===== src/rtl/seq_det_pkg.sv =====
// Shared definitions for the serial pattern detector: parameter defaults, a
// clog2 helper and the elaboration-time builder for the KMP next-state table.
package seq_det_pkg;

    localparam int MAX_PW    = 8;
    localparam int TBL_ST_W  = 3;
    localparam int TBL_W     = MAX_PW * 2 * TBL_ST_W;

    localparam int               DEF_PAT_WIDTH = 4;
    localparam logic [MAX_PW-1:0] DEF_PATTERN  = 8'b0000_1101;
    localparam bit               DEF_OVERLAP   = 1'b1;
    localparam int               DEF_CNT_WIDTH = 8;

    function automatic int clog2(input int n);
        int r;
        r = 0;
        for (int i = 0; i < 31; i++) begin
            if ((32'sd1 << i) < n) begin
                r = i + 1;
            end
        end
        return r;
    endfunction

    // Entry (2*k + b) holds the next state from state k on input bit b. The
    // longest prefix that is also a suffix of (matched prefix + b), capped
    // below the full length, covers advance, KMP fallback and overlap restart.
    function automatic logic [TBL_W-1:0] build_next_table(
        input int               pw,
        input logic [MAX_PW-1:0] pat,
        input bit               ovl
    );
        logic [TBL_W-1:0]  tbl;
        logic [MAX_PW-1:0] sh;
        int                best;
        int                pos;
        bit                eq;
        bit                pb;
        bit                sb;
        bit                last;
        tbl  = {TBL_W{1'b0}};
        sh   = pat;
        last = sh[0];
        for (int k = 0; k < MAX_PW; k++) begin
            for (int b = 0; b < 2; b++) begin
                best = 0;
                if (k < pw) begin
                    for (int l = 1; l < MAX_PW; l++) begin
                        if ((l <= k + 1) && (l < pw)) begin
                            eq = 1'b1;
                            for (int i = 0; i < MAX_PW; i++) begin
                                if (i < l) begin
                                    sh  = pat >> (pw - 1 - i);
                                    pb  = sh[0];
                                    pos = k + 1 - l + i;
                                    if (pos == k) begin
                                        sb = (b == 1);
                                    end else begin
                                        sh = pat >> (pw - 1 - pos);
                                        sb = sh[0];
                                    end
                                    if (pb != sb) begin
                                        eq = 1'b0;
                                    end
                                end
                            end
                            if (eq) begin
                                best = l;
                            end
                        end
                    end
                    if (!ovl && (k == pw - 1) && ((b == 1) == last)) begin
                        best = 0;
                    end
                end
                tbl = tbl | (TBL_W'(best) << ((2 * k + b) * TBL_ST_W));
            end
        end
        return tbl;
    endfunction

endpackage


===== src/rtl/sat_counter.sv =====
// Saturating match counter with a sticky saturation flag; clear beats increment.
module sat_counter
    import seq_det_pkg::*;
#(
    parameter int CNT_WIDTH = DEF_CNT_WIDTH
) (
    input  logic                 clock,
    input  logic                 reset,
    input  logic                 inc,
    input  logic                 clr,
    output logic [CNT_WIDTH-1:0] count,
    output logic                 sat
);

    localparam logic [CNT_WIDTH-1:0] CNT_MAX = {CNT_WIDTH{1'b1}};

    logic [CNT_WIDTH-1:0] count_r;
    logic [CNT_WIDTH-1:0] count_inc_s;
    logic                 sat_r;

    // Incremented value used by the register update.
    always_comb begin
        count_inc_s = count_r + CNT_WIDTH'(1'b1);
    end

    // Counter and sticky flag register.
    always_ff @(posedge clock) begin
        if (reset) begin
            count_r <= {CNT_WIDTH{1'b0}};
            sat_r   <= 1'b0;
        end else if (clr) begin
            count_r <= {CNT_WIDTH{1'b0}};
            sat_r   <= 1'b0;
        end else if (inc && (count_r != CNT_MAX)) begin
            count_r <= count_inc_s;
            sat_r   <= (count_inc_s == CNT_MAX);
        end else begin
            count_r <= count_r;
            sat_r   <= sat_r;
        end
    end

    assign count = count_r;
    assign sat   = sat_r;

endmodule


===== src/rtl/mealy_seq_detector.sv =====
// Mealy serial pattern detector: state = number of pattern prefix bits matched,
// transitions taken from a KMP table built at elaboration, plus match counter.
module mealy_seq_detector
    import seq_det_pkg::*;
#(
    parameter int                   PAT_WIDTH = DEF_PAT_WIDTH,
    parameter logic [PAT_WIDTH-1:0] PATTERN   = DEF_PATTERN[PAT_WIDTH-1:0],
    parameter bit                   OVERLAP   = DEF_OVERLAP,
    parameter int                   CNT_WIDTH = DEF_CNT_WIDTH
) (
    input  logic                          clock,
    input  logic                          reset,
    input  logic                          inp,
    input  logic                          inp_valid,
    input  logic                          clear_count,
    output logic                          outp,
    output logic [CNT_WIDTH-1:0]          match_count,
    output logic                          sat,
    output logic [clog2(PAT_WIDTH)-1:0]   state_dbg
);

    localparam int               ST_W     = clog2(PAT_WIDTH);
    localparam logic [TBL_W-1:0] NEXT_TBL = build_next_table(PAT_WIDTH, MAX_PW'(PATTERN), OVERLAP);
    localparam logic             LAST_BIT = PATTERN[0];

    typedef logic [ST_W-1:0] state_t;

    localparam state_t S_LAST = state_t'(PAT_WIDTH - 1);

    state_t state_r;
    state_t state_next_s;
    logic   match_s;

    // Next state from the table when a bit is consumed, Mealy match flag.
    always_comb begin
        state_next_s = state_r;
        match_s      = 1'b0;
        if (inp_valid) begin
            state_next_s = ST_W'(NEXT_TBL >> (TBL_ST_W * (2 * int'(state_r) + int'(inp))));
        end else begin
            state_next_s = state_r;
        end
        if (!reset && inp_valid && (state_r == S_LAST) && (inp == LAST_BIT)) begin
            match_s = 1'b1;
        end else begin
            match_s = 1'b0;
        end
    end

    // State register.
    always_ff @(posedge clock) begin
        if (reset) begin
            state_r <= {ST_W{1'b0}};
        end else begin
            state_r <= state_next_s;
        end
    end

    sat_counter #(
        .CNT_WIDTH (CNT_WIDTH)
    ) u_sat_counter (
        .clock (clock),
        .reset (reset),
        .inc   (match_s),
        .clr   (clear_count),
        .count (match_count),
        .sat   (sat)
    );

    assign outp      = match_s;
    assign state_dbg = state_r;

endmodule


===== config.mk =====
export PLATFORM = sky130hd
export DESIGN_NAME = mealy_seq_detector
export DESIGN_NICKNAME = d
export VERILOG_FILES = /design/src/rtl/seq_det_pkg.sv /design/src/rtl/sat_counter.sv /design/src/rtl/mealy_seq_detector.sv
export SDC_FILE = /design/constraint.sdc
export NUM_CORES = 1
export LEC_CHECK = 0
export CAP_MARGIN = 20
export CORE_AREA = 8 8 45 47
export DETAILED_ROUTE_END_ITERATION = 12
export DIE_AREA = 0 0 53 55
export DONT_BUFFER_PORTS = 1
export PLACE_DENSITY = 0.63
export SLEW_MARGIN = 15
export SYNTH_ARGS = -nofsm -noshare
export SYNTH_HDL_FRONTEND = slang
export SYNTH_SLANG_ARGS = --single-unit

===== constraint.sdc =====
create_clock -name clock -period 4.46 [get_ports clock]
set_input_delay 0.669 -clock clock [delete_from_list [all_inputs] [get_ports clock]]
set_output_delay 0.669 -clock clock [all_outputs]
set_load 0.005 [all_outputs]

==> flow_metrics.py <==
metrics = {
    "run_status": {
        "status": "finished clean",
    },
    "detailed_routing": {
        "routed_wl_um": 1340,
        "drtAntennaViolNets": 0,
        "drc": 0,
        "vias": 540,
        "first_pass_iters": 4,
        "viasPerCell": 5.81,
        "drt_iter0_drc": 6,
        "avgRoutedWirePerCell_um": 14.4,
    },
    "power": {
        "powerDensity_nw_per_um2": 268,
        "p_clk_frac": 0.397,
        "p_sw_uw": 40.4,
        "p_seq_frac": 0.569,
        "p_leak_uw": 0.000238,
        "power.internal_uw": 136,
        "combPwrFrac": 0.034,
        "p_sw_frac": 0.229,
        "ir_drop_mv": 0.138,
    },
    "sta": {
        "tns_ps": 0,
        "worstMarginPinSlew_ps": 501,
        "max_slew_margin": 0.665,
        "slew_viol_final": 0,
        "whs_ps": 454,
        "hold_violations": 0,
        "fin_ws_ps": 2650,
        "final.setup_skew_ps": 3.02,
        "finalSetupViolCount": 0,
        "period_share": 0.405,
        "layout_min_cycle_time_ps": 1810,
        "rsz0062_at_grt": "no",
        "fmax_mhz": 554,
    },
    "logic_synthesis": {
        "synth.distinct_cells": 29,
        "synth_edf_count": 0,
        "synth.cell_area_um2": 629,
        "synth_nets": 84,
        "yosysMostFrequentCell": "dfxtp_1",
        "synth_top_area_cell": "dfxtp_1",
        "avgSynthCellArea_um2": 8.39,
        "seq_area_frac_synth": 0.350,
        "synth_ff_type": "dfxtp_1",
        "yosysWarnings": 0,
        "ys_async_sr_fraction": 0,
        "synthCells": 75,
        "yosys.area.top_type_share": 0.350,
        "netlist_top_cells_count": "dfxtp_1 (11), nand2_1 (8), nor2_1 (7), a21oi_1 (6), nand3_1 (5)",
        "synth_area_leaders": "dfxtp_1 (35%), ha_1 (8.0%), a21oi_1 (4.8%), nand2_1 (4.8%), nor2_1 (4.2%)",
        "ys_ff_latch": 11,
    },
    "critical_path": {
        "path_class": "flip-flop to output port",
        "timing.rr.end": "u_sat_counter.count[2]",
        "crit_chain": "and4b_1 -> and2_2",
        "reg2reg_setup_slack_ps": 2680,
        "cp_top_family": "simple AND/OR/NAND/NOR gates",
        "worst_ep_arrival_time_ps": 1140,
        "cp_slowest_cell": "dfxtp_1",
        "critPathMaxStageDelay_ps": 430,
        "crit_end": "outp",
        "critPathCaptureType": "output port",
        "required_ps": 3790,
        "startpoint": "state_dbg[1]",
        "path_buf_inv": 0,
        "r2r_cells": 5,
        "cp-start-kind": "flip-flop",
        "path_max_fanout": 5,
        "crit-reg2reg-launch": "u_sat_counter.count[1]",
        "worst-path-stages": 2,
    },
    "final_layout": {
        "diodes": 0,
        "drive_above_1_share": 0.117,
        "fin_util": 0.477,
        "synthToLayoutAreaGrowth_pct": 4.97,
        "nets": 87,
        "final_area_um2": 661,
    },
    "place": {
        "gp_congestion": 0.810,
        "port_buffers": 0,
        "hpwl_um": 1010,
        "post-place-ws_ps": 2620,
        "placed_area_um2": 634,
    },
    "clocking": {
        "cts.clk_slew.worst_paths_ps": 70,
        "post_cts_buffers": 0,
        "cts_buffer_depth": 2,
        "cts-root-buf": "clkbuf_4",
        "cts_tree": "built",
        "cts.htree.levels": 1,
        "clock_latency_ps": 270,
        "numClockSinks": 11,
        "numCtsBuffers": 3,
        "ctsHoldBuffers": 0,
        "cts_resized": 0,
    },
    "global_routing": {
        "grt_max_degree": 15,
        "grt_remaining_overflow": 0,
        "grt_pass1_wl_um": 2150,
        "grt_pass1_vias": 515,
        "antenna_found_initial": 0,
        "grt_usage": 0.101,
    },
    "floorplanning": {
        "die_area_um2": 2920,
        "core_um2": 1380,
        "rows": 14,
        "start_util": 0.455,
        "die_h_um": 55,
        "die_w_um": 53,
        "ioPinCount": 17,
    },
    "flow_run": {
        "maxCapViolCount": 0,
    },
    "hold_path": {
        "hold_class": "input pin to flip-flop",
    },
}
-- stage by stage --
stage	instances	total power, uW
global route	93	185
detailed placement	89	109
floorplan	75	108
CTS	93	178
finish	93	177
global placement	89	109
-- cell usage in the layout, fill, tap and decap left out, types with 3 or more instances in the layout --
cell | Yosys | layout
o21ai_0 | 4 | 4
nand2_1 | 8 | 8
ha_1 | 4 | 4
dfxtp_1 | 11 | 11
a21oi_1 | 6 | 6
clkbuf_4 | 0 | 3
nor2_1 | 7 | 7
or3_1 | 3 | 3
inv_1 | 4 | 4
nand3_1 | 5 | 5
-- layout make-up --
class,count,area (um2)
multi-input cells,58,379
flip-flops and latches,11,220
well taps,16,20.0
clock buffers,4,26.3
fillers,142,723
inverters,4,15.0
-- worst min-delay path by stage --
| stage | slack (ps) | start | depth (start not counted) | end |
|---|---|---|---|---|
| detailed placement | 510 | u_sat_counter.sat | 2 | u_sat_counter.sat |
| floorplan | 480 | u_sat_counter.sat | 2 | u_sat_counter.sat |
| finish | 450 | reset | 1 | state_dbg[1] |
| global placement | 510 | u_sat_counter.sat | 2 | u_sat_counter.sat |
| global route | 440 | reset | 1 | state_dbg[1] |
| CTS | 460 | reset | 1 | state_dbg[1] |
-- cells by family after synthesis --
kind of cell / count (synthesis) / share of synthesized area
adder cells (fa/ha/maj): 4 / 0.0795
AND/OR/NAND/NOR: 33 / 0.274
AO/OA/AOI/OAI: 18 / 0.205
flip-flops: 11 / 0.350
multiplexers: 1 / 0.0159
buffers and inverters: 6 / 0.0477
XOR/XNOR: 2 / 0.0278
-- power by group through the flow --
stage	Clock [uW]	Combinational (uW)	Sequential (uW)
after floorplan	0	4.98	103
after global placement	0	5.87	103
after detailed placement	0	6.08	103
after CTS	71.3	6.18	101
after global routing	77.3	6.99	101
final	70.1	6.03	101
-- registers in the layout (all words and copies together) (netlist names) --
signal / flops
u_sat_counter.sat: 1
state_dbg: 2
u_sat_counter.count: 8
-- per-layer routing --
metal  wire length (um)  vias up  global-route usage
met5                  0        -                   0
met2                640       11               0.170
met3                 99        5              0.0535
li1                   -      275                   -
met1                564      249              0.0966
met4                 33        0              0.0647
Power figures use the tool's default switching activity.
